[src/rtl/spi_cmd_pkg.sv]
// Shared op codes, FSM state type and limits for the SPI command master.
package spi_cmd_pkg;

  localparam logic [1:0] OP_RD   = 2'b00;
  localparam logic [1:0] OP_WR   = 2'b10;
  localparam logic [1:0] OP_FAST = 2'b11;

  localparam int unsigned MIN_CLK_DIV = 4;

  typedef enum logic [2:0] {
    IDLE,
    SETUP,
    CMD,
    WFETCH,
    DATA,
    HOLD,
    GAP
  } state_t;

endpackage

[src/rtl/spi_sclk_gen.sv]
// SPI bit-timing generator: CLK_DIV cycles low then CLK_DIV cycles high per bit,
// free-running while en is high and parked at the start of a low phase otherwise.
module spi_sclk_gen #(
  parameter int unsigned CLK_DIV = 4
) (
  input  logic clk,
  input  logic nrst,
  input  logic en,
  output logic rise_tick,
  output logic fall_tick,
  output logic sample_tick
);

  localparam int unsigned CNT_W = $clog2(CLK_DIV);

  logic [CNT_W-1:0] cnt_q, cnt_d;
  logic             high_q, high_d;
  logic             last;

  assign last = (cnt_q == CNT_W'(CLK_DIV - 1));

  always_comb begin
    cnt_d  = cnt_q;
    high_d = high_q;
    if (!en) begin
      cnt_d  = '0;
      high_d = 1'b0;
    end else if (last) begin
      cnt_d  = '0;
      high_d = ~high_q;
    end else begin
      cnt_d = cnt_q + 1'b1;
    end
  end

  always_ff @(posedge clk or negedge nrst) begin
    if (!nrst) begin
      cnt_q  <= '0;
      high_q <= 1'b0;
    end else begin
      cnt_q  <= cnt_d;
      high_q <= high_d;
    end
  end

  assign rise_tick   = en && last && !high_q;
  assign sample_tick = en && last && high_q;
  // sclk drops on the same clk edge that captures miso
  assign fall_tick   = sample_tick;

endmodule

[src/rtl/spi_cmd_master.sv]
// SPI initiator (CPOL=0) for the register slave: command byte, then data words, MSB first.
// Define SPI_CMD_MASTER_BURST_EN to honour cmd_len; otherwise every frame carries one word.
module spi_cmd_master
  import spi_cmd_pkg::*;
#(
  parameter int unsigned REG_W   = 8,
  parameter int unsigned CLK_DIV = 4,
  parameter int unsigned LEN_W   = 4
) (
  input  logic             clk,
  input  logic             nrst,
  input  logic             cmd_valid,
  output logic             cmd_ready,
  input  logic [1:0]       cmd_op,
  input  logic [5:0]       cmd_addr,
  input  logic [LEN_W-1:0] cmd_len,
  input  logic [REG_W-1:0] wr_data,
  input  logic             wr_valid,
  output logic             wr_ready,
  output logic [REG_W-1:0] rd_data,
  output logic             rd_vld,
  output logic [7:0]       status,
  output logic             status_vld,
  output logic             busy,
  output logic             sclk,
  output logic             mosi,
  output logic             nss,
  input  logic             miso
);

  // The slave's 3-stage synchronizer cannot follow anything faster.
  localparam int unsigned DIV    = (CLK_DIV < MIN_CLK_DIV) ? MIN_CLK_DIV : CLK_DIV;
  localparam int unsigned BIT_W  = $clog2(REG_W);
  localparam int unsigned WAIT_W = $clog2(2 * DIV);

  state_t             state_q, state_d;
  logic [1:0]         op_q, op_d;
  logic [REG_W-1:0]   tx_q, tx_d;
  logic [REG_W-2:0]   rx_q, rx_d;
  logic [BIT_W-1:0]   bit_q, bit_d;
  logic [WAIT_W-1:0]  wcnt_q, wcnt_d;
  logic               sclk_q, sclk_d;
  logic [REG_W-1:0]   rd_data_q, rd_data_d;
  logic               rd_vld_q, rd_vld_d;
  logic [7:0]         status_q, status_d;
  logic               status_vld_q, status_vld_d;
  logic               shift_en, rise_tick, fall_tick, sample_tick;
  logic               rd_like;
`ifdef SPI_CMD_MASTER_BURST_EN
  logic [LEN_W-1:0]   len_q, len_d;
`else
  logic               unused_len;
  assign unused_len = ^cmd_len;
`endif

  assign shift_en = (state_q == CMD) || (state_q == DATA);
  // Ops 00 and 01 both return data words to the requester.
  assign rd_like  = ((op_q & OP_WR) == OP_RD);

  spi_sclk_gen #(
    .CLK_DIV(DIV)
  ) u_sclk_gen (
    .clk        (clk),
    .nrst       (nrst),
    .en         (shift_en),
    .rise_tick  (rise_tick),
    .fall_tick  (fall_tick),
    .sample_tick(sample_tick)
  );

  always_comb begin
    state_d      = state_q;
    op_d         = op_q;
    tx_d         = tx_q;
    rx_d         = rx_q;
    bit_d        = bit_q;
    wcnt_d       = '0;
    rd_data_d    = rd_data_q;
    rd_vld_d     = 1'b0;
    status_d     = status_q;
    status_vld_d = 1'b0;
    sclk_d       = sclk_q;
`ifdef SPI_CMD_MASTER_BURST_EN
    len_d        = len_q;
`endif
    if (rise_tick) sclk_d = 1'b1;
    if (fall_tick) sclk_d = 1'b0;

    if (shift_en && sample_tick) begin
      tx_d  = {tx_q[REG_W-2:0], 1'b0};
      rx_d  = {rx_q[REG_W-3:0], miso};
      bit_d = bit_q - 1'b1;
    end

    case (state_q)
      IDLE: begin
        if (cmd_valid) begin
          op_d    = cmd_op;
          tx_d    = REG_W'({cmd_op, cmd_addr}) << (REG_W - 8);
`ifdef SPI_CMD_MASTER_BURST_EN
          len_d   = cmd_len;
`endif
          state_d = SETUP;
        end
      end
      SETUP: begin
        wcnt_d = wcnt_q + 1'b1;
        if (wcnt_q == WAIT_W'(DIV - 1)) begin
          wcnt_d  = '0;
          bit_d   = BIT_W'(7);
          state_d = CMD;
        end
      end
      CMD: begin
        if (sample_tick && (bit_q == '0)) begin
          status_d     = {rx_q[6:0], miso};
          status_vld_d = 1'b1;
          bit_d        = BIT_W'(REG_W - 1);
          case (op_q)
            OP_FAST: state_d = HOLD;
            OP_WR:   state_d = WFETCH;
            default: state_d = DATA;
          endcase
        end
      end
      WFETCH: begin
        if (wr_valid) begin
          tx_d    = wr_data;
          state_d = DATA;
        end
      end
      DATA: begin
        if (sample_tick && (bit_q == '0)) begin
          bit_d = BIT_W'(REG_W - 1);
          if (rd_like) begin
            rd_data_d = {rx_q, miso};
            rd_vld_d  = 1'b1;
          end
`ifdef SPI_CMD_MASTER_BURST_EN
          if (len_q == '0) begin
            state_d = HOLD;
          end else begin
            len_d   = len_q - 1'b1;
            state_d = rd_like ? DATA : WFETCH;
          end
`else
          state_d = HOLD;
`endif
        end
      end
      HOLD: begin
        wcnt_d = wcnt_q + 1'b1;
        if (wcnt_q == WAIT_W'(DIV - 1)) begin
          wcnt_d  = '0;
          state_d = GAP;
        end
      end
      GAP: begin
        wcnt_d = wcnt_q + 1'b1;
        if (wcnt_q == WAIT_W'(2 * DIV - 1)) begin
          wcnt_d  = '0;
          state_d = IDLE;
        end
      end
      default: state_d = IDLE;
    endcase
  end

  always_ff @(posedge clk or negedge nrst) begin
    if (!nrst) begin
      state_q      <= IDLE;
      op_q         <= OP_RD;
      tx_q         <= '0;
      rx_q         <= '0;
      bit_q        <= '0;
      wcnt_q       <= '0;
      sclk_q       <= 1'b0;
      rd_data_q    <= '0;
      rd_vld_q     <= 1'b0;
      status_q     <= '0;
      status_vld_q <= 1'b0;
`ifdef SPI_CMD_MASTER_BURST_EN
      len_q        <= '0;
`endif
    end else begin
      state_q      <= state_d;
      op_q         <= op_d;
      tx_q         <= tx_d;
      rx_q         <= rx_d;
      bit_q        <= bit_d;
      wcnt_q       <= wcnt_d;
      sclk_q       <= sclk_d;
      rd_data_q    <= rd_data_d;
      rd_vld_q     <= rd_vld_d;
      status_q     <= status_d;
      status_vld_q <= status_vld_d;
`ifdef SPI_CMD_MASTER_BURST_EN
      len_q        <= len_d;
`endif
    end
  end

  assign cmd_ready  = (state_q == IDLE);
  assign busy       = ~cmd_ready;
  assign nss        = (state_q == IDLE) || (state_q == GAP);
  assign mosi       = ~nss & tx_q[REG_W-1];
  assign sclk       = sclk_q;
  assign wr_ready   = (state_q == WFETCH) && wr_valid;
  assign rd_data    = rd_data_q;
  assign rd_vld     = rd_vld_q;
  assign status     = status_q;
  assign status_vld = status_vld_q;

endmodule

[config.mk]
export PLATFORM = sky130hd
export DESIGN_NAME = spi_cmd_master
export DESIGN_NICKNAME = d
export VERILOG_FILES = /design/src/rtl/spi_cmd_pkg.sv /design/src/rtl/spi_sclk_gen.sv /design/src/rtl/spi_cmd_master.sv
export SDC_FILE = /design/constraint.sdc
export NUM_CORES = 1
export LEC_CHECK = 0
export ABC_AREA = 1
export BUFFER_PORTS_ARGS = -buffer_cell sky130_fd_sc_hd__buf_4
export CAP_MARGIN = 10
export CELL_PAD_IN_SITES_DETAIL_PLACEMENT = 2
export CELL_PAD_IN_SITES_GLOBAL_PLACEMENT = 2
export CORE_MARGIN = 1.5
export CORE_UTILIZATION = 31
export DETAILED_ROUTE_END_ITERATION = 8
export PLACE_DENSITY_LB_ADDON = 0.15
export SYNTH_ARGS = -nofsm -noshare
export SYNTH_HDL_FRONTEND = slang
export SYNTH_HIERARCHICAL = 1
export SYNTH_SLANG_ARGS = --single-unit
[constraint.sdc]
create_clock -name clk -period 2.9 [get_ports clk]
set_clock_uncertainty 0.2 [all_clocks]
set_input_delay 0.145 -clock clk [delete_from_list [all_inputs] [get_ports clk]]
set_output_delay 0.145 -clock clk [all_outputs]
set_load 0.01 [all_outputs]
==> results.sh <==
export IMPL_cts_sinks=48
export IMPL_seq_power_share_pct=43.0
export IMPL_drt_pass1_iterations=4
export IMPL_fin_util_pct=41.24
export IMPL_arrival_ps=2250
export IMPL_critPathMaxFanout=9
export IMPL_drt_iter0_markers=36
export IMPL_grt_overflow=0
export IMPL_fmax_mhz=445.0
export IMPL_drive_above_1_share_pct=18.57
export IMPL_worst_setup_path_end_kind="flip-flop"
export IMPL_final_nets=382
export IMPL_rsz0062_at_grt="no"
export IMPL_grt_antenna_before_repair=0
export IMPL_start_kind="flip-flop"
export IMPL_rr_startpoint="state_q[0]"
export IMPL_async_flop_share_pct=100.0
export IMPL_cellPowerDensity_nw_per_um2=697.0
export IMPL_grt_pass1_wl_um=10780
export IMPL_wirelength_um=5990
export IMPL_ys_flop_type="dfrtp_1"
export IMPL_worst_r2r_setup_slack_ps=650
export IMPL_portBuffers=44
export IMPL_min_from="cmd_valid"
export IMPL_die_area_um2=8187
export IMPL_use_met1_pct=20.21
export IMPL_area_growth_pct=27.43
export IMPL_hold_class="input port to flip-flop"
export IMPL_cts_max_level=2
export IMPL_cp_num_buf_inv=3
export IMPL_finalMaxSlewViolations=0
export IMPL_grt_max_degree=49
export IMPL_syn_mean_instance_area_um2=8.237
export IMPL_busiest_layer="met2"
export IMPL_yosys_top_cells_area="dfrtp_1 51%, nand2_1 13%, inv_1 7.3%"
export IMPL_io_pins=49
export IMPL_detail_route_antenna_nets=0
export IMPL_clockBufferDepth=2
export IMPL_relSlewSlack_pct=57.42
export IMPL_hold_viol_final=0
export IMPL_finalCritPeriodShare_pct=77.50
export IMPL_path_delay_family="buffers and inverters"
export IMPL_vias=2075
export IMPL_cpMaxStageDelayCell="dfrtp_1"
export IMPL_crit_top_cell="nand2_1"
export IMPL_placementRows=31
export IMPL_vias_per_cell=4.621
export IMPL_yosysTopAreaCellShare_pct=50.63
export IMPL_num_antenna_cells=0
export IMPL_p_comb_share_pct=38.3
export IMPL_setup_tns_final_ps=0
export IMPL_use_met3_pct=3.283
export IMPL_fill_cells=836
export IMPL_period_needed_ps=2247
export IMPL_die_width_um=90.48
export IMPL_yosysWarnings=6
export IMPL_core_area_um2=7331
export IMPL_synth_seq_cells=48
export IMPL_crit_required_ps=2900
export IMPL_tightest_slew_ps=638.8
export IMPL_internal_power_mw=1.278
export IMPL_synthTopCellsByCount="82 x nand2_1, 48 x dfrtp_1, 46 x inv_1, 26 x nand3_1"
export IMPL_yosys_area_top_type="dfrtp_1"
export IMPL_grt_pass1_vias=2242
export IMPL_clockPowerShare_pct=18.7
export IMPL_swShare_pct=39.33
export IMPL_cap_violations=0
export IMPL_ir_worst_vdd_v=0.0001970
export IMPL_clkTransAtPathRegs_ps=90
export IMPL_max_stage_delay_ps=550
export IMPL_path_cells="nand2_1, nor2_1, nand2_1, clkinv_1, nand2_1, nand2_1, dlygate4sd3_1, inv_1, nand2_1"
export IMPL_syn_nets=320
export IMPL_dp_hpwl_um=4178
export IMPL_root_buffer="clkbuf_8"
export IMPL_p_switching_uw=828.6
export IMPL_critPathLaunch="state_q[0]"
export IMPL_detail_route_wl_per_cell_um=13.34
export IMPL_drc_errors=0
export IMPL_setup_violations=0
export IMPL_clk_latency_ps=300
export IMPL_die_h_um=90.48
export IMPL_grt_usage_pct=16.41
export IMPL_grtUsageMet2_pct=28.82
export IMPL_critPathKind="flip-flop to flip-flop"
export IMPL_synth_cells=288
export IMPL_cts_buffers=5
export IMPL_synth_most_common_cell="nand2_1"
export IMPL_synth_edf_count=0
export IMPL_leakagePower_nw=1.639
export IMPL_cts_tree="done"
export IMPL_gp_congestion=0.7580
export IMPL_status="complete, no violations"
export IMPL_ys_seq_area_share_pct=50.63
export IMPL_syn_area_um2=2372
export IMPL_synth_distinct_cells=28
export IMPL_initial_core_util_pct=32.36
-- repair_timing --
action | CTS | global route
hold endpoints to repair | 61 | 0
setup buffers | 0 | 0
resized for setup | 0 | 0
hold buffers | 18 | 0
-- path summary, 6_finish.rpt --
path | endpoint | cells past startpoint
max | tx_q[4] | 9
min | op_q[1] | 4
max reg2reg | tx_q[4] | 9
min reg2reg | u_sclk_gen/cnt_q[0] | 1
max in group asynchronous | status[2] | 2
min in group asynchronous | wcnt_q[2] | 2
-- cell type report --
class / count / area [um^2] / share of cell area (%)
Clock inverter: 2 / 12.51 / 0.4139
Timing Repair Buffer: 65 / 533.0 / 17.63
Inverter: 48 / 180.2 / 5.960
Multi-Input combinational cell: 182 / 903.4 / 29.88
Tap cell: 99 / 123.9 / 4.098
Clock buffer: 5 / 68.82 / 2.276
Sequential cell: 48 / 1201 / 39.74
-- stage by stage --
stage / power, mW / std cells / hold WS (ps) / setup WS, ps / instance area (um^2)
global placement: 1.668 / 424 / 20.68 / 775.8 / 2761
CTS: 2.149 / 449 / 47.99 / 604.8 / 3023
global route: 2.299 / 449 / 87.27 / 471.4 / 3023
detailed placement: 1.704 / 424 / 21.95 / 725.2 / 2761
finish: 2.107 / 449 / 43.44 / 652.6 / 3023
floorplan: 1.465 / 288 / -350.6 / 623.9 / 2372
-- cell usage in the layout (no fill, tap or decap), types with 2 or more instances in the layout --
master / netlist / final
a21oi_1: 9 / 9
buf_4: 3 / 47
clkbuf_8: 0 / 5
dfrtp_1: 48 / 48
dlygate4sd3_1: 0 / 18
ha_1: 7 / 7
inv_1: 46 / 46
nand2_1: 82 / 82
nand2_2: 3 / 3
nand2_4: 2 / 2
nand3_1: 26 / 26
nor2_1: 19 / 19
nor3_1: 2 / 2
o21ai_0: 19 / 19
o21ai_1: 3 / 3
-- registers in the layout, indices dropped and copies added (netlist names) --
register           flops
bit_q                  3
op_q                   2
rd_data                8
rd_vld                 1
rx_q                   7
sclk                   1
state_q                3
status                 8
status_vld             1
tx_q                   8
u_sclk_gen/cnt_q       2
u_sclk_gen/high_q      1
wcnt_q                 3
-- power by group through the flow --
stage | combinational [mW] | sequential (mW) | clock, mW
finish | 0.807 | 0.905 | 0.395
detailed placement | 0.782 | 0.922 | 0
global route | 0.934 | 0.924 | 0.442
global placement | 0.752 | 0.916 | 0
CTS | 0.828 | 0.908 | 0.413
floorplan | 0.611 | 0.854 | 0
-- routing by layer --
layer	share of wire, %	vias to the layer above
met3	2.5	7
met4	1.4	0
li1	-	1003
met5	0	-
met1	45	1034
met2	51	31
-- tightest hold or removal path: cells and delay by family --
family / cells / cell delay, ps
compound gates: 1 / 170
simple gates: 1 / 50
buf+inv: 2 / 150
-- cell families (layout without fill, tap and decap cells) --
kind of cell | after synthesis | count (layout) | synth area share (%)
adders and majority gates | 7 | 7 | 3.692
DFF | 48 | 48 | 50.63
and+or+nand+nor | 140 | 140 | 26.48
buffers and inverters | 58 | 120 | 11.29
AOI/OAI and AO/OA | 34 | 34 | 7.542
xor gates and xnor gates | 1 | 1 | 0.3693
No activity file was read; power rests on OpenSTA's default activity.
